`config.mk`:
```
export PLATFORM = sky130hd
export DESIGN_NAME = data_bus_arbiter_flat
export DESIGN_NICKNAME = d
export VERILOG_FILES = /design/src/rtl/data_bus_arbiter_if.sv /design/src/rtl/data_bus_arbiter.sv /design/src/flat_wrapper.sv
export SDC_FILE = /design/constraint.sdc
export NUM_CORES = 1
export LEC_CHECK = 0
export ABC_AREA = 1
export ABC_CLOCK_PERIOD_IN_PS = 1830
export CORE_UTILIZATION = 39
export CTS_CLUSTER_DIAMETER = 120
export DETAILED_ROUTE_END_ITERATION = 10
export PLACE_DENSITY_LB_ADDON = 0.2
export SYNTH_ARGS = -nofsm -noshare
export SYNTH_HDL_FRONTEND = slang
export SYNTH_SLANG_ARGS = --single-unit
```
`constraint.sdc`:
```
create_clock -name clk -period 1.83 [get_ports clk]
set_input_delay 0.366 -clock clk [delete_from_list [all_inputs] [get_ports clk]]
set_output_delay 0.366 -clock clk [all_outputs]
set_load 0.05 [all_outputs]
```
`src/rtl/data_bus_arbiter_if.sv`:
```
`default_nettype none
// ============================================================================
// Module      : data_bus_arbiter_if
// Description : Signal bundle between the two bus masters, the data bus port
//               and the data_bus_arbiter.
//
//   Master N request side (N = 0, 1), driven by the master:
//     mN_req        request, held until mN_ready
//     mN_wr         1 = store, 0 = load
//     mN_size       00 byte, 01 half, 10 word
//     mN_unsigned   zero-extend load
//     mN_addr       byte address  [ADDR_WIDTH]
//     mN_wdata      store data    [DATA_WIDTH]
//   Master N response side, driven by the arbiter:
//     mN_ready      one-cycle completion pulse
//     mN_err        one-cycle timeout pulse, coincident with mN_ready
//     mN_rdata      load data, zero whenever mN_ready is low
//   Data bus side:
//     bus_rd/bus_wd read / write strobes (arbiter -> bus)
//     bus_size, bus_unsigned, bus_addr, bus_wdata  latched fields (arbiter -> bus)
//     bus_rdata     read data (bus -> arbiter)
//     bus_ready     completion (bus -> arbiter)
//   Status (arbiter -> environment):
//     grant         index of current / last owner
//     busy          arbiter not idle
//
//   Modports:
//     slave  : the arbiter's view
//     master : the view of the environment (masters plus bus)
//
// Revision    : 1.0 - initial release
// ============================================================================
interface data_bus_arbiter_if #(
  parameter int ADDR_WIDTH = 12,
  parameter int DATA_WIDTH = 32
);

  // Master 0 (core load/store path)
  logic                  m0_req;
  logic                  m0_wr;
  logic [1:0]            m0_size;
  logic                  m0_unsigned;
  logic [ADDR_WIDTH-1:0] m0_addr;
  logic [DATA_WIDTH-1:0] m0_wdata;
  logic                  m0_ready;
  logic                  m0_err;
  logic [DATA_WIDTH-1:0] m0_rdata;

  // Master 1 (loader / debug / DMA)
  logic                  m1_req;
  logic                  m1_wr;
  logic [1:0]            m1_size;
  logic                  m1_unsigned;
  logic [ADDR_WIDTH-1:0] m1_addr;
  logic [DATA_WIDTH-1:0] m1_wdata;
  logic                  m1_ready;
  logic                  m1_err;
  logic [DATA_WIDTH-1:0] m1_rdata;

  // Data bus port
  logic                  bus_rd;
  logic                  bus_wd;
  logic [1:0]            bus_size;
  logic                  bus_unsigned;
  logic [ADDR_WIDTH-1:0] bus_addr;
  logic [DATA_WIDTH-1:0] bus_wdata;
  logic [DATA_WIDTH-1:0] bus_rdata;
  logic                  bus_ready;

  // Status
  logic                  grant;
  logic                  busy;

  modport slave (
    input  m0_req, m0_wr, m0_size, m0_unsigned, m0_addr, m0_wdata,
    output m0_ready, m0_err, m0_rdata,
    input  m1_req, m1_wr, m1_size, m1_unsigned, m1_addr, m1_wdata,
    output m1_ready, m1_err, m1_rdata,
    output bus_rd, bus_wd, bus_size, bus_unsigned, bus_addr, bus_wdata,
    input  bus_rdata, bus_ready,
    output grant, busy
  );

  modport master (
    output m0_req, m0_wr, m0_size, m0_unsigned, m0_addr, m0_wdata,
    input  m0_ready, m0_err, m0_rdata,
    output m1_req, m1_wr, m1_size, m1_unsigned, m1_addr, m1_wdata,
    input  m1_ready, m1_err, m1_rdata,
    input  bus_rd, bus_wd, bus_size, bus_unsigned, bus_addr, bus_wdata,
    output bus_rdata, bus_ready,
    input  grant, busy
  );

endinterface
`default_nettype wire

```
`src/rtl/data_bus_arbiter.sv`:
```
`default_nettype none
// ============================================================================
// Module      : data_bus_arbiter
// Description : Two-master round-robin arbiter and sequencer for the core's
//               single data bus port. One request is latched at a time, the
//               bus strobes are held until bus_ready or a timeout, and the
//               result is returned to the owning master as a one-cycle
//               ready pulse (with err on timeout).
//
//   Parameters:
//     ADDR_WIDTH  byte address width
//     DATA_WIDTH  data width
//     TIMEOUT     max cycles spent in ACCESS before an error response,
//                 legal range 1..255
//
//   Ports:
//     clk   in   rising-edge clock
//     rst   in   synchronous active-high reset
//     bus   data_bus_arbiter_if.slave - master request/response, data bus
//           strobes and latched fields, grant and busy status
//
//   Latency (no wait states): req sampled in IDLE (cycle 0), strobes in
//   ACCESS (cycle 1), mN_ready in RESP (cycle 2). Every output is either a
//   register or a decode of registered state only.
//
// Revision    : 1.0 - initial release
// ============================================================================
module data_bus_arbiter #(
  parameter int ADDR_WIDTH = 12,
  parameter int DATA_WIDTH = 32,
  parameter int TIMEOUT    = 15
) (
  input wire                clk,
  input wire                rst,
  data_bus_arbiter_if.slave bus
);

  localparam int NUM_M = 2;
  localparam int CNT_W = 8;
  // Counter value on the last permitted ACCESS cycle.
  localparam logic [CNT_W-1:0] TO_LAST = CNT_W'(TIMEOUT - 1);

  typedef enum logic [1:0] {
    S_IDLE   = 2'd0,
    S_ACCESS = 2'd1,
    S_RESP   = 2'd2
  } state_t;

  // --------------------------------------------------------------------------
  // Registered state
  // --------------------------------------------------------------------------
  state_t                state_q,      state_d;
  logic                  owner_q,      owner_d;
  logic                  last_grant_q, last_grant_d;
  logic                  wr_q,         wr_d;
  logic [1:0]            size_q,       size_d;
  logic                  uns_q,        uns_d;
  logic [ADDR_WIDTH-1:0] addr_q,       addr_d;
  logic [DATA_WIDTH-1:0] wdata_q,      wdata_d;
  logic [CNT_W-1:0]      cnt_q,        cnt_d;
  logic                  err_q,        err_d;
  logic [DATA_WIDTH-1:0] rdata_q,      rdata_d;

  // --------------------------------------------------------------------------
  // Master inputs gathered into arrays indexed by master number
  // --------------------------------------------------------------------------
  logic [NUM_M-1:0]                 w_req;
  logic [NUM_M-1:0]                 w_wr;
  logic [NUM_M-1:0][1:0]            w_size;
  logic [NUM_M-1:0]                 w_uns;
  logic [NUM_M-1:0][ADDR_WIDTH-1:0] w_addr;
  logic [NUM_M-1:0][DATA_WIDTH-1:0] w_wdata;

  assign w_req   = {bus.m1_req,      bus.m0_req};
  assign w_wr    = {bus.m1_wr,       bus.m0_wr};
  assign w_size  = {bus.m1_size,     bus.m0_size};
  assign w_uns   = {bus.m1_unsigned, bus.m0_unsigned};
  assign w_addr  = {bus.m1_addr,     bus.m0_addr};
  assign w_wdata = {bus.m1_wdata,    bus.m0_wdata};

  // --------------------------------------------------------------------------
  // Round-robin pick: on a tie the master that did not win last time gets
  // the bus; otherwise the sole requester wins. Only meaningful when |w_req.
  // --------------------------------------------------------------------------
  logic w_pick;
  assign w_pick = (&w_req) ? ~last_grant_q : w_req[1];

  // --------------------------------------------------------------------------
  // State register
  // --------------------------------------------------------------------------
  always_ff @(posedge clk) begin
    if (rst) begin
      state_q      <= S_IDLE;
      owner_q      <= 1'b0;
      last_grant_q <= 1'b1;   // m0 wins the first tie after reset
      wr_q         <= 1'b0;
      size_q       <= 2'b00;
      uns_q        <= 1'b0;
      addr_q       <= '0;
      wdata_q      <= '0;
      cnt_q        <= '0;
      err_q        <= 1'b0;
      rdata_q      <= '0;
    end else begin
      state_q      <= state_d;
      owner_q      <= owner_d;
      last_grant_q <= last_grant_d;
      wr_q         <= wr_d;
      size_q       <= size_d;
      uns_q        <= uns_d;
      addr_q       <= addr_d;
      wdata_q      <= wdata_d;
      cnt_q        <= cnt_d;
      err_q        <= err_d;
      rdata_q      <= rdata_d;
    end
  end

  // --------------------------------------------------------------------------
  // Next-state logic
  // --------------------------------------------------------------------------
  always_comb begin
    state_d      = state_q;
    owner_d      = owner_q;
    last_grant_d = last_grant_q;
    wr_d         = wr_q;
    size_d       = size_q;
    uns_d        = uns_q;
    addr_d       = addr_q;
    wdata_d      = wdata_q;
    cnt_d        = cnt_q;
    err_d        = err_q;
    rdata_d      = rdata_q;

    unique case (state_q)
      S_IDLE: begin
        if (|w_req) begin
          // Latch the winner's whole request so later changes on its inputs
          // cannot disturb the access in flight.
          owner_d      = w_pick;
          last_grant_d = w_pick;
          wr_d         = w_wr[w_pick];
          size_d       = w_size[w_pick];
          uns_d        = w_uns[w_pick];
          addr_d       = w_addr[w_pick];
          wdata_d      = w_wdata[w_pick];
          cnt_d        = '0;
          err_d        = 1'b0;
          state_d      = S_ACCESS;
        end
      end

      S_ACCESS: begin
        // bus_ready is checked first so a ready on the timeout cycle is a
        // normal completion, not an error.
        if (bus.bus_ready) begin
          rdata_d = wr_q ? '0 : bus.bus_rdata;
          state_d = S_RESP;
        end else if (cnt_q == TO_LAST) begin
          err_d   = 1'b1;
          rdata_d = '0;
          state_d = S_RESP;
        end else begin
          cnt_d = cnt_q + 1'b1;
        end
      end

      S_RESP: begin
        state_d = S_IDLE;
      end

      default: begin
        state_d = S_IDLE;
      end
    endcase
  end

  // --------------------------------------------------------------------------
  // Bus-side outputs: strobes decoded from state, fields straight from latches
  // --------------------------------------------------------------------------
  logic w_in_access;
  logic w_in_resp;

  assign w_in_access = (state_q == S_ACCESS);
  assign w_in_resp   = (state_q == S_RESP);

  assign bus.bus_rd       = w_in_access & ~wr_q;
  assign bus.bus_wd       = w_in_access &  wr_q;
  assign bus.bus_size     = size_q;
  assign bus.bus_unsigned = uns_q;
  assign bus.bus_addr     = addr_q;
  assign bus.bus_wdata    = wdata_q;

  assign bus.grant = owner_q;
  assign bus.busy  = (state_q != S_IDLE);

  // --------------------------------------------------------------------------
  // Master-side responses: only the owner sees activity, and read data is
  // forced to zero outside its ready pulse.
  // --------------------------------------------------------------------------
  logic [NUM_M-1:0]                 w_ready;
  logic [NUM_M-1:0]                 w_err;
  logic [NUM_M-1:0][DATA_WIDTH-1:0] w_rdata;

  for (genvar m = 0; m < NUM_M; m++) begin : g_resp
    assign w_ready[m] = w_in_resp & (owner_q == 1'(m));
    assign w_err[m]   = w_ready[m] & err_q;
    assign w_rdata[m] = w_ready[m] ? rdata_q : '0;
  end

  assign bus.m0_ready = w_ready[0];
  assign bus.m0_err   = w_err[0];
  assign bus.m0_rdata = w_rdata[0];
  assign bus.m1_ready = w_ready[1];
  assign bus.m1_err   = w_err[1];
  assign bus.m1_rdata = w_rdata[1];

endmodule
`default_nettype wire

```
`src/flat_wrapper.sv`:
```
// flat-port wrapper written by rule: the top's interface ports become plain ports
module data_bus_arbiter_flat 
#(
  parameter int ADDR_WIDTH = 12,
  parameter int DATA_WIDTH = 32,
  parameter int TIMEOUT    = 15
)
  (clk, rst, bus_m0_req, bus_m0_wr, bus_m0_size, bus_m0_unsigned, bus_m0_addr, bus_m0_wdata, bus_m0_ready, bus_m0_err, bus_m0_rdata, bus_m1_req, bus_m1_wr, bus_m1_size, bus_m1_unsigned, bus_m1_addr, bus_m1_wdata, bus_m1_ready, bus_m1_err, bus_m1_rdata, bus_bus_rd, bus_bus_wd, bus_bus_size, bus_bus_unsigned, bus_bus_addr, bus_bus_wdata, bus_bus_rdata, bus_bus_ready, bus_grant, bus_busy);
  data_bus_arbiter_if #(.ADDR_WIDTH(ADDR_WIDTH), .DATA_WIDTH(DATA_WIDTH)) bus_i ();
  input wire clk;
  input wire rst;
  input wire logic [$bits(bus_i.m0_req)-1:0] bus_m0_req;
  input wire logic [$bits(bus_i.m0_wr)-1:0] bus_m0_wr;
  input wire logic [$bits(bus_i.m0_size)-1:0] bus_m0_size;
  input wire logic [$bits(bus_i.m0_unsigned)-1:0] bus_m0_unsigned;
  input wire logic [$bits(bus_i.m0_addr)-1:0] bus_m0_addr;
  input wire logic [$bits(bus_i.m0_wdata)-1:0] bus_m0_wdata;
  output wire logic [$bits(bus_i.m0_ready)-1:0] bus_m0_ready;
  output wire logic [$bits(bus_i.m0_err)-1:0] bus_m0_err;
  output wire logic [$bits(bus_i.m0_rdata)-1:0] bus_m0_rdata;
  input wire logic [$bits(bus_i.m1_req)-1:0] bus_m1_req;
  input wire logic [$bits(bus_i.m1_wr)-1:0] bus_m1_wr;
  input wire logic [$bits(bus_i.m1_size)-1:0] bus_m1_size;
  input wire logic [$bits(bus_i.m1_unsigned)-1:0] bus_m1_unsigned;
  input wire logic [$bits(bus_i.m1_addr)-1:0] bus_m1_addr;
  input wire logic [$bits(bus_i.m1_wdata)-1:0] bus_m1_wdata;
  output wire logic [$bits(bus_i.m1_ready)-1:0] bus_m1_ready;
  output wire logic [$bits(bus_i.m1_err)-1:0] bus_m1_err;
  output wire logic [$bits(bus_i.m1_rdata)-1:0] bus_m1_rdata;
  output wire logic [$bits(bus_i.bus_rd)-1:0] bus_bus_rd;
  output wire logic [$bits(bus_i.bus_wd)-1:0] bus_bus_wd;
  output wire logic [$bits(bus_i.bus_size)-1:0] bus_bus_size;
  output wire logic [$bits(bus_i.bus_unsigned)-1:0] bus_bus_unsigned;
  output wire logic [$bits(bus_i.bus_addr)-1:0] bus_bus_addr;
  output wire logic [$bits(bus_i.bus_wdata)-1:0] bus_bus_wdata;
  input wire logic [$bits(bus_i.bus_rdata)-1:0] bus_bus_rdata;
  input wire logic [$bits(bus_i.bus_ready)-1:0] bus_bus_ready;
  output wire logic [$bits(bus_i.grant)-1:0] bus_grant;
  output wire logic [$bits(bus_i.busy)-1:0] bus_busy;
  assign bus_i.m0_req = bus_m0_req;
  assign bus_i.m0_wr = bus_m0_wr;
  assign bus_i.m0_size = bus_m0_size;
  assign bus_i.m0_unsigned = bus_m0_unsigned;
  assign bus_i.m0_addr = bus_m0_addr;
  assign bus_i.m0_wdata = bus_m0_wdata;
  assign bus_m0_ready = bus_i.m0_ready;
  assign bus_m0_err = bus_i.m0_err;
  assign bus_m0_rdata = bus_i.m0_rdata;
  assign bus_i.m1_req = bus_m1_req;
  assign bus_i.m1_wr = bus_m1_wr;
  assign bus_i.m1_size = bus_m1_size;
  assign bus_i.m1_unsigned = bus_m1_unsigned;
  assign bus_i.m1_addr = bus_m1_addr;
  assign bus_i.m1_wdata = bus_m1_wdata;
  assign bus_m1_ready = bus_i.m1_ready;
  assign bus_m1_err = bus_i.m1_err;
  assign bus_m1_rdata = bus_i.m1_rdata;
  assign bus_bus_rd = bus_i.bus_rd;
  assign bus_bus_wd = bus_i.bus_wd;
  assign bus_bus_size = bus_i.bus_size;
  assign bus_bus_unsigned = bus_i.bus_unsigned;
  assign bus_bus_addr = bus_i.bus_addr;
  assign bus_bus_wdata = bus_i.bus_wdata;
  assign bus_i.bus_rdata = bus_bus_rdata;
  assign bus_i.bus_ready = bus_bus_ready;
  assign bus_grant = bus_i.grant;
  assign bus_busy = bus_i.busy;
  data_bus_arbiter #(.ADDR_WIDTH(ADDR_WIDTH), .DATA_WIDTH(DATA_WIDTH), .TIMEOUT(TIMEOUT)) u_core (.clk(clk), .rst(rst), .bus(bus_i));
endmodule
```
Word-level counts from Yosys, hierarchy flattened
Index checks and enable logic that the tools add are counted.
- register bits after elaboration: 93
- latch bits: 0
- RAM bits: 0
- memory bits (read-only): 0
- input port bits: 133
- output and inout port bits: 119
- memories: 0
- add/sub/neg operators: 1
- multiply operators: 0
- divide/modulo/power cells: 0
- magnitude comparators: 1
- equality and inequality tests: 8
- shifts and indexed selects: 0
- multiplexer cells: 28
- bitwise gates (word level): 9
- reduce and logical (&&, ||, !) cells: 11
- operators with widths (cell ; count):
    2-to-1 mux 32 bit ; 7
    2-to-1 mux 12 bit ; 2
    2-to-1 mux 8 bit ; 3
    one-hot mux 8 bit (2 select lines) ; 1
    2-to-1 mux 2 bit ; 5
    adder 8 x 1 -> 8 bit (second input constant) ; 1
    equality test 8 x 4 -> 1 bit (second input constant) ; 1
    2-to-1 mux 1 bit ; 8
    AND reduction 2 bit ; 4
    AND reduction 4 bit ; 2
    bitwise AND 1 bit ; 6
    != test 2 bit (second input constant) ; 3
    nonzero test 2 bit ; 3
    one-hot mux 2 bit (2 select lines) ; 1
    != test 3 bit (second input constant) ; 1
    inverter 1 bit ; 3
    equality test 2 x 1 -> 1 bit (second input constant) ; 1
    equality test 2 bit (second input constant) ; 1
    logical NOT 2 bit ; 1
    < comparator 1 x 2 -> 1 bit (second input constant) ; 1
    != test 2 x 1 -> 1 bit (second input constant) ; 1
    one-hot mux 1 bit (2 select lines) ; 1
    OR reduction 2 bit ; 1

Depth between registers and ports, before layout
Gate-level depths: netlist of run 1.
- word-level depth: 4
- mapped depth: 10

Least setup slack after synthesis of run 1
Ideal clock, no wire load.
- path kind: register -> output
- start: register u_core.owner_q, in the netlist u_core.bus.grant
- end: output bus_m0_rdata[10]
- arrival: 2902 ps
- path slack: -1438 ps
- cell stages (with the launch flop): 5
- buffers on the path: 1
- cells stage by stage: dfxtp_1 nor3_1 inv_1 clkbuf_1 nor2_1
- word-level cells in the longest chain between the ends: 3
- RTL lines (what ; line ; RTL):
    from (decl) ; data_bus_arbiter.sv:53 ; logic owner_q, owner_d;
    from (signal assigned) ; data_bus_arbiter.sv:106 ; owner_q <= owner_d;
    inverter 1 bit ; data_bus_arbiter.sv:206 ; assign w_ready[m] = w_in_resp & (owner_q == 1'(m));
    bitwise AND 1 bit ; data_bus_arbiter.sv:206 ;
    via bus_m0_ready ; flat_wrapper.sv:18 ; output wire logic [$bits(bus_i.m0_ready)-1:0] bus_m0_ready;
    2-to-1 mux 32 bit ; data_bus_arbiter.sv:208 ; assign w_rdata[m] = w_ready[m] ? rdata_q : '0;
    to (decl) ; flat_wrapper.sv:20 ; output wire logic [$bits(bus_i.m0_rdata)-1:0] bus_m0_rdata;
The timed path passes the listed nets, and every way through them passes these cells.

Worst setup path after layout of run 1
- start: register u_core.owner_q, in the netlist u_core.bus.grant
- end: output bus_m0_rdata[21]
- word-level cells in the longest chain between the ends: 3
- RTL lines (what ; line):
    inverter 1 bit ; data_bus_arbiter.sv:206
    bitwise AND 1 bit ; data_bus_arbiter.sv:206
    2-to-1 mux 32 bit ; data_bus_arbiter.sv:208
No other way between the ends.

==> results of run 1 <==
==> timing repair <==
item | in CTS | in global routing
gates resized for setup | 17 | 6
pin swaps | 4 | 0
buffers inserted | 5 | 1
cloned | 3 | 2
endpoints found under the setup margin | 68 | 61
==> metal layers <==
metal | part of all wire | wire length (µm)
met5 | 0 | 0
met1 | 0.36 | 6010
met2 | 0.52 | 8790
met3 | 0.090 | 1520
met4 | 0.032 | 544
==> worst min path at each step <==
stage | depth (start not counted) | endpoint
2_1_floorplan | 2 | u_core.last_grant_q
3_3_place_gp | 2 | u_core.rdata_q[15]
3_5_place_dp | 2 | u_core.last_grant_q
4_1_cts | 2 | u_core.rdata_q[3]
5_1_grt | 2 | u_core.bus.bus_wdata[23]
6_report | 2 | u_core.bus.bus_wdata[23]
==> cell type report <==
class | count | area, µm² | area share
clock buffers | 11 | 253 | 0.0291
clock inverters | 5 | 57.6 | 0.00663
repair buffers | 281 | 3540 | 0.408
flip-flops and latches | 93 | 1870 | 0.216
multi-input cells | 445 | 2570 | 0.296
well taps | 140 | 175 | 0.0202
inverters | 55 | 214 | 0.0246
==> through the flow <==
| stage | worst slack (ps) | total power [mW] | utilization |
|---|---|---|---|
| final | -63.2 | 5.93 | 0.787 |
| after global routing | -149 | 6.17 | 0.787 |
| after CTS | -59.6 | 5.96 | 0.782 |
| after detailed placement | -15.2 | 4.02 | 0.739 |
| after global placement | 45.8 | 3.98 | 0.739 |
| after floorplan | -105 | 3.30 | - |
==> tightest hold or removal path, stage by stage (launching register included) <==
cell	delay, ps
dfxtp_1	310
nand3_1	70
o31ai_1	50
==> power by group <==
group          leakage [nW]  switching [mW]  total, mW  internal [mW]
clock network         0.156           0.785       1.92           1.14
logic                  2.35            1.02       1.72          0.695
registers             0.765           0.105       2.29           2.19
==> sequential cells by signal, summed over array words and instances, names as in the netlist <==
register and cells:
u_core.err_q 1, u_core.state_q 2, u_core.bus.bus_wdata 32, u_core.bus.grant 1
u_core.rdata_q 32, u_core.bus.bus_unsigned 1, u_core.wr_q 1, u_core.last_grant_q 1
u_core.bus.bus_size 2, u_core.bus.bus_addr 12, u_core.cnt_q 8
==> logic make-up (layout without fill, tap and decap cells) <==
logic type / count (synthesis) / in the layout / synth area share
DFF: 93 / 93 / 0.416
and+or+nand+nor: 352 / 352 / 0.330
buffers and inverters: 101 / 352 / 0.0975
adders and majority gates: 2 / 2 / 0.00559
AOI/OAI and AO/OA: 91 / 91 / 0.151
==> cell usage in the layout (no fill, tap or decap), drive strengths merged <==
master           n
nor2           184
dfxtp           93
bufinv           1
nand4            1
buf            148
o21ai            6
nand2           71
o31ai           47
clkbuf          12
a21oi           38
nor3             3
inv             56
nand3           93
clkinv           3
clkdlybuf4s50  132
ha               2
==> metrics.txt, run 1 <==
H-tree depth=3; r2r setup slk=150 ps; dpl hpwl=12100 µm; crit path kind=register to output pin; final period demand of the worst path=1890 ps; Final Hold Viols=0; Worst slew margin=0.730; Final setup viols=61; CTS tree=yes; M3 GR Usage=0.0652; crit end category=output pin; beginning of the critical path=u_core.bus.grant; initial core utilization=0.406; reg2reg path depth=9; drt via density=5.22; core outline area=11000 µm²; Worst Path Max Fanout=7; GP Congestion=0.859; Hold Startpoint=u_core.bus.bus_wdata[23]; vias in the first global route=5291; drt initial violations=353; Die Ht=109 µm; via count=5375; peak supply drop=540 µV; final cell count without fillers=1030; layout cells sized above 1=0.306; Worst Path Buf+Inv=3; Layout area overhead=93.9%; Syn Inst Count=639; syn avg cell area=7.01 µm²; crit path launch type=register; Tot GR Track Use=0.275; Post-Syn Area=4480 µm²; M1 GR Usage=0.288; port bufs=251; Final Skew=6.69 ps; status=finished with violations; ANT cells=0; Die Area=11900 µm²; drt drc=0; remaining global-route overflow=0; synth unique cells=26; CP Depth=5; end of the critical path=bus_m0_rdata[21]; grt met2 use=0.512; pwr/cell area=683 nW/µm²; synth cell count leaders=nor2_1, dfxtp_1, nand3_1; Sum Neg Setup Slack=-1740 ps; origin of the critical flop-to-flop path=u_core.cnt_q[0]; worst hold margin=482 ps; Rows=38; #FFs+latches synth=93; Critical Path RT=1460 ps; drt wl/cell=16.4 µm; top cell type's share of synthesized area=0.416; Chip Width=109 µm; worst slew pin tran=403 ps; Seq/Total Area, Yosys=0.416; CP max-delay cell=dfxtp_4; first drt pass iteration count=5; hold_buf cts=0; Mapped Nets=774; CTS buffer count=9; fill count=738; failing checks=setup timing; Worst path max stage delay=370 ps; Slew Limit Fails=0; YS warnings=0; clk_lat worst skew=340 ps; ys async rst share=0; initial antenna violation count=0; GR peak layer=met2; clock sinks=93; WP data arrival=1530 ps; fin area=8690 µm²; maximum capacitance violations=0; ys flop type=dfxtp_1; Post-synth EDFFs=0; cell family with the largest share of critical-path delay=buffers and inverters; final net count=1020; Reg2Reg Capture Point=u_core.cnt_q[3]; final worst-path cycle share=1.03; top cell type by total area after synthesis=dfxtp_1; WL final=16900 µm; first-pass GRT wire length=25400 µm; largest cells by area after synthesis=dfxtp_1, nor2_1, nand3_1; Clk pin slew, worst setup/hold paths=60 ps; Clock Tree Buf Depth=2; # IOs=252; Inst Count DP=1005; critical path cell sequence=nor3_4 > inv_4 > buf_16 > nor2_4 > buf_12; FMAX=528 MHz; setup slack after layout=-63.2 ps; count leader, synth=nor2_1; CTS Root Cell=clkbuf_16; placed standard-cell area=8160 µm²; worst hold path type=register to register; RSZ-0062 raised after global routing=true; largest net degree at the start of global routing=50; leakage power=3.27 nW; post-route antenna net violation count=0
No activity file was read; power rests on OpenSTA's default activity.
==> run 2: changes to the inputs <==
--- a/config.mk
+++ b/config.mk
@@ -7,10 +7,12 @@
 export LEC_CHECK = 0
 export ABC_AREA = 1
 export ABC_CLOCK_PERIOD_IN_PS = 1830
+export CORE_MARGIN = 3
 export CORE_UTILIZATION = 39
 export CTS_CLUSTER_DIAMETER = 120
 export DETAILED_ROUTE_END_ITERATION = 10
 export PLACE_DENSITY_LB_ADDON = 0.2
+export SLEW_MARGIN = 20
 export SYNTH_ARGS = -nofsm -noshare
 export SYNTH_HDL_FRONTEND = slang
 export SYNTH_SLANG_ARGS = --single-unit
==> run 2 against run 1 <==
Compared with the run above:
- the run still ends with setup timing left
- largest power group unchanged
- fmax is 0.36% lower
- clock power fell by 9%
- cell count down 0.49%
- sequential cell count unchanged
- first-iteration DRC count down 7.6%
- worst hold slack worse by 1.1 ps
- utilization shrank 0.60 points
- final area shrank 0.76%
- global-route usage is 2.3 points lower
- worst setup slack worse by 6.9 ps
==> metrics.txt, run 2 (synthesis gave the netlist of run 1 again) <==
Worst Path Max Fanout=8 (was 7); worst hold path type=register to register (unchanged); drt via density=5.15 (was 5.22); status=finished with violations (unchanged); Die Area=12800 µm² (was 11900 µm²); hold_buf cts=0 (unchanged); Critical Path RT=1460 ps (about the same); GP Congestion=0.861 (was 0.859); ANT cells=0 (unchanged); final period demand of the worst path=1900 ps (was 1890 ps); RSZ-0062 raised after global routing=true (unchanged); crit path kind=register to output pin (unchanged); failing checks=setup timing (unchanged); worst slew pin tran=394 ps (was 403 ps); switching power=1.89 mW (was 1.91 mW); dpl hpwl=12600 µm (was 12100 µm); leakage power=3.21 nW (was 3.27 nW); Clock Power Share=0.305 (was 0.324); Gate power share=0.295 (was 0.289); peak supply drop=577 µV (was 540 µV); overall power=5.74 mW (was 5.93 mW); Clock Tree Buf Depth=2 (unchanged); fill count=722 (was 738); Int Pwr=3.85 mW (was 4.02 mW); initial antenna violation count=0 (unchanged); commonest non-fill, non-tap cells in the layout=clkdlybuf4s50_1, nor2_1, nand3_1 (unchanged); via count=5279 (was 5375); Slew Limit Fails=0 (unchanged); crit end category=output pin (unchanged); wire length on met1=6370 µm (was 6010 µm); first drt pass iteration count=5 (unchanged); top routing layer in use=met4 (unchanged); H-tree depth=3 (unchanged); # IOs=252 (unchanged); CTS buffer count=9 (unchanged); clk_lat worst skew=340 ps (about the same); pre-CTS setup slack=6.67 ps (was -15.2 ps); Clk pin slew, worst setup/hold paths=70 ps (was 60 ps); Die Ht=113 µm (was 109 µm); CTS tree=yes (unchanged); drt wl/cell=16.5 µm (was 16.4 µm); layout cells sized above 1=0.299 (was 0.306); Chip Width=113 µm (was 109 µm); Rows=38 (unchanged); initial core utilization=0.406 (unchanged); port bufs=251 (unchanged); Final Skew=8.04 ps (was 6.69 ps); Met3 Routed Length=1230 µm (was 1520 µm); largest net degree at the start of global routing=49 (was 50); vias in the first global route=5277 (was 5291); Layout area overhead=92.4% (was 93.9%); CTS Root Cell=clkbuf_16 (unchanged); remaining global-route overflow=0 (unchanged); post-route antenna net violation count=0 (unchanged); core outline area=11000 µm² (unchanged); Reg power frac=0.400 (was 0.387); area occupied by multi-input gates=2630 µm² (was 2570 µm²); WL final=17000 µm (was 16900 µm); WP data arrival=1530 ps (about the same); drt initial violations=326 (was 353); Final Util=0.781 (was 0.787); clock sinks=93 (unchanged); commonest non-fill, non-tap cell in the layout=clkdlybuf4s50_1 (unchanged); final worst-path cycle share=1.04 (was 1.03); Worst slew margin=0.738 (was 0.730); maximum capacitance violations=0 (unchanged); pwr/cell area=666 nW/µm² (was 683 nW/µm²); Tot GR Track Use=0.251 (was 0.275); WL met2=8820 µm (was 8790 µm); sw frac=0.330 (was 0.322); final net count=1015 (was 1020); placed standard-cell area=8120 µm² (was 8160 µm²); crit path launch type=register (unchanged); drt drc=0 (unchanged); setup slack after layout=-70.1 ps (was -63.2 ps); FMAX=526 MHz (was 528 MHz); Final setup viols=36 (was 61); first-pass GRT wire length=25900 µm (was 25400 µm); Final Hold Viols=0 (unchanged); FF+latch area=1870 µm² (about the same); fin area=8620 µm² (was 8690 µm²)
==> run 2: cell types whose count changed in the layout (fill, tap and decap cells not counted), moves of 2 or more <==
cell and delta:
dfxtp_4 -3, buf_12 -2, buf_6 -4, nor2_2 -11, dfxtp_2 +3, nor2_4 +11
==> run 2: layout make-up <==
class | instances | share of cell area
inverters | 55 | 0.0245
multi-input cells | 445 | 0.305
clock buffers | 12 | 0.0298
clock inverters | 4 | 0.00261
well taps | 140 | 0.0203
repair buffers | 276 | 0.402
flip-flops and latches | 93 | 0.216
==> run 2: worst max-delay path: stages, from the launching register on <==
cell and delay (ps):
dfxtp_2 360, nor3_4 250, inv_4 120, clkbuf_16 210, nor2_4 110, buf_12 140
==> run 2: final timing paths <==
| kind | start | end | slack, ps | cells after the start |
|---|---|---|---|---|
| worst max-delay path | u_core.bus.grant | bus_m0_rdata[27] | -70 | 5 |
| worst min-delay path | u_core.rdata_q[14] | u_core.rdata_q[14] | 480 | 2 |
| worst max register to register | u_core.cnt_q[0] | u_core.rdata_q[16] | 130 | 8 |
| worst min register to register | u_core.rdata_q[14] | u_core.rdata_q[14] | 480 | 2 |
==> run 2: layer usage <==
metal  vias up  global-route usage
met2       247               0.462
met4         0               0.109
li1       2561                   -
met5         -                   0
met1      2435               0.275
met3        36              0.0561
==> run 2: power by group through the flow <==
stage / clock network (mW) / logic, mW / registers, mW
6_report: 1.75 / 1.70 / 2.30
5_1_grt: 1.85 / 1.80 / 2.31
4_1_cts: 1.77 / 1.69 / 2.29
3_5_place_dp: 0 / 1.67 / 2.34
3_3_place_gp: 0 / 1.63 / 2.33
2_1_floorplan: 0 / 0.580 / 2.72
==> run 2: stage by stage <==
stage	setup TNS [ps]	instances	hold slack [ps]
2_1_floorplan	-4300	639	429
3_3_place_gp	0	1003	467
3_5_place_dp	0	1003	473
4_1_cts	-1390	1023	483
5_1_grt	-4380	1025	497
6_report	-1510	1025	481
==> run 2: what timing repair did <==
item | 4_1_cts | 5_1_grt
pin swaps | 1 | 0
gates cloned | 2 | 2
endpoints found under the setup margin | 63 | 48
gates resized for setup | 9 | 16
setup buffers | 2 | 0
==> run 3: changes to the inputs <==
--- a/config.mk
+++ b/config.mk
@@ -7,8 +7,10 @@
 export LEC_CHECK = 0
 export ABC_AREA = 1
 export ABC_CLOCK_PERIOD_IN_PS = 1830
+export CORE_ASPECT_RATIO = 1.1
 export CORE_MARGIN = 3
-export CORE_UTILIZATION = 39
+export CORE_UTILIZATION = 40
+export CTS_BUF_LIST = sky130_fd_sc_hd__clkbuf_8
 export CTS_CLUSTER_DIAMETER = 120
 export DETAILED_ROUTE_END_ITERATION = 10
 export PLACE_DENSITY_LB_ADDON = 0.2
==> run 3 against run 2 <==
Compared with the run above:
- clock power shrank 17%
- sequential power about the same
- worst setup slack got worse by 45 ps
- largest power group unchanged
- non-clock buffer count up 6
- fmax fell by 2.3%
- sequential cell count is the same
- the run still ends with setup timing left
- combinational power rose by 4%
- highest routed layer unchanged
- utilization up 4.2 points
- critical path depth stayed put
- clock skew up 9.0 ps
- global-route usage is 2.9 points higher
- sequential share of layout area decreased by 0.29 points
==> metrics.txt, run 3 (synthesis gave the netlist of run 1 again) <==
largest net degree at the start of global routing=49 (unchanged); worst hold margin=484 ps (was 481 ps); FMAX=514 MHz (was 526 MHz); Die Ht=117 µm (was 113 µm); first-pass GRT wire length=27800 µm (was 25900 µm); Tot GR Track Use=0.281 (was 0.251); Worst slew margin=0.718 (was 0.738); post-route antenna net violation count=0 (unchanged); Layout area overhead=95.5% (was 92.4%); drt wl/cell=19.3 µm (was 16.5 µm); # IOs=252 (unchanged); Reg power frac=0.417 (was 0.400); initial core utilization=0.421 (was 0.406); fin area=8760 µm² (was 8620 µm²); commonest non-fill, non-tap cell in the layout=clkdlybuf4s50_1 (unchanged); ANT cells=0 (unchanged); sw frac=0.359 (was 0.330); worst hold path type=register to register (unchanged); clk_lat worst skew=370 ps (was 340 ps); commonest non-fill, non-tap cells in the layout=clkdlybuf4s50_1, nor2_1, nand3_1 (unchanged); Worst Path Max Fanout=8 (unchanged); Final Hold Viols=0 (unchanged); CTS buffer count=9 (unchanged); Final Skew=17.1 ps (was 8.04 ps); first drt pass iteration count=5 (unchanged); Final Util=0.823 (was 0.781); WL met2=10400 µm (was 8820 µm); H-tree depth=3 (unchanged); drt initial violations=241 (was 326); Rows=39 (was 38); Final setup viols=67 (was 36); Gate power share=0.320 (was 0.295); initial antenna violation count=0 (unchanged); CTS tree=yes (unchanged); Int Pwr=3.53 mW (was 3.85 mW); failing checks=setup timing (unchanged); Die Area=12500 µm² (was 12800 µm²); WL final=20000 µm (was 17000 µm); Clock Power Share=0.263 (was 0.305); Met3 Routed Length=1840 µm (was 1230 µm); final worst-path cycle share=1.06 (was 1.04); wire length on met1=6760 µm (was 6370 µm); setup slack after layout=-115 ps (was -70.1 ps); fill count=627 (was 722); leakage power=3.23 nW (was 3.21 nW); RSZ-0062 raised after global routing=true (unchanged); final period demand of the worst path=1950 ps (was 1900 ps); dpl hpwl=12800 µm (was 12600 µm); final net count=1021 (was 1015); switching power=1.98 mW (was 1.89 mW); Clk pin slew, worst setup/hold paths=100 ps (was 70 ps); Chip Width=107 µm (was 113 µm); port bufs=251 (unchanged); via count=5601 (was 5279); placed standard-cell area=8070 µm² (was 8120 µm²); core outline area=10600 µm² (was 11000 µm²); CTS Root Cell=clkbuf_8 (was clkbuf_16); drt drc=0 (unchanged); clock sinks=93 (unchanged); pwr/cell area=629 nW/µm² (was 666 nW/µm²); layout cells sized above 1=0.311 (was 0.299); worst slew pin tran=423 ps (was 394 ps); GP Congestion=0.847 (was 0.861); crit path kind=register to output pin (unchanged); Critical Path RT=1460 ps (about the same); pre-CTS setup slack=-72.8 ps (was 6.67 ps); top routing layer in use=met4 (unchanged); r2r setup slk=-60 ps (was 130 ps); crit path launch type=register (unchanged); vias in the first global route=5683 (was 5277); maximum capacitance violations=0 (unchanged); crit end category=output pin (unchanged); drt via density=5.42 (was 5.15); peak supply drop=477 µV (was 577 µV); remaining global-route overflow=0 (unchanged); status=finished with violations (unchanged); Slew Limit Fails=0 (unchanged); WP data arrival=1580 ps (was 1530 ps); Clock Tree Buf Depth=2 (unchanged)
## run 3: stage by stage
stage	setup TNS, ps	total power [mW]	std cells
after floorplan	-4300	3.30	639
after global placement	0	3.94	1001
after detailed placement	-798	3.99	1001
after CTS	-4430	5.45	1027
after global routing	-8330	5.71	1034
final	-4950	5.50	1034
## run 3: power groups by stage
stage | logic, mW | registers (mW) | clock network [mW]
final | 1.76 | 2.30 | 1.45
after global routing | 1.86 | 2.31 | 1.54
after CTS | 1.71 | 2.29 | 1.45
after detailed placement | 1.65 | 2.34 | 0
after global placement | 1.61 | 2.33 | 0
after floorplan | 0.580 | 2.72 | 0
## run 3: path summary, 6_finish.rpt
check	depth (start not counted)	end	from
hold / removal	2	u_core.rdata_q[26]	u_core.rdata_q[26]
hold reg to reg	2	u_core.rdata_q[26]	u_core.rdata_q[26]
setup reg to reg	8	u_core.rdata_q[0]	u_core.state_q[0]
setup / recovery	5	bus_m0_rdata[12]	u_core.bus.grant
## run 3: area by class of cell
type / count / area, µm² / share of cell area
well taps: 143 / 179 / 0.0204
repair buffers: 282 / 3550 / 0.406
flip-flops and latches: 93 / 1870 / 0.214
clock buffers: 9 / 124 / 0.0141
clock inverters: 7 / 80.1 / 0.00914
inverters: 55 / 224 / 0.0256
multi-input cells: 445 / 2730 / 0.311
## run 3: worst max-delay path, cell delays in order, from the launching register on
cell     delay, ps
dfxtp_4        360
nor3_4         240
inv_4          150
buf_16         190
nor2_4         130
buf_12         150
## run 3: what timing repair did
item                                    in CTS  in global routing
endpoints found under the setup margin      68                 69
pin swaps                                    5                  2
hold buffers                                 0                  0
setup buffers                                6                  3
cloned                                       4                  4
gates resized for setup                     28                 33
## run 3: routing by layer
metal / global-route usage / up-vias
met4: 0.129 / 0
met2: 0.525 / 333
met1: 0.298 / 2627
met3: 0.0697 / 71
met5: 0 / -
li1: - / 2570
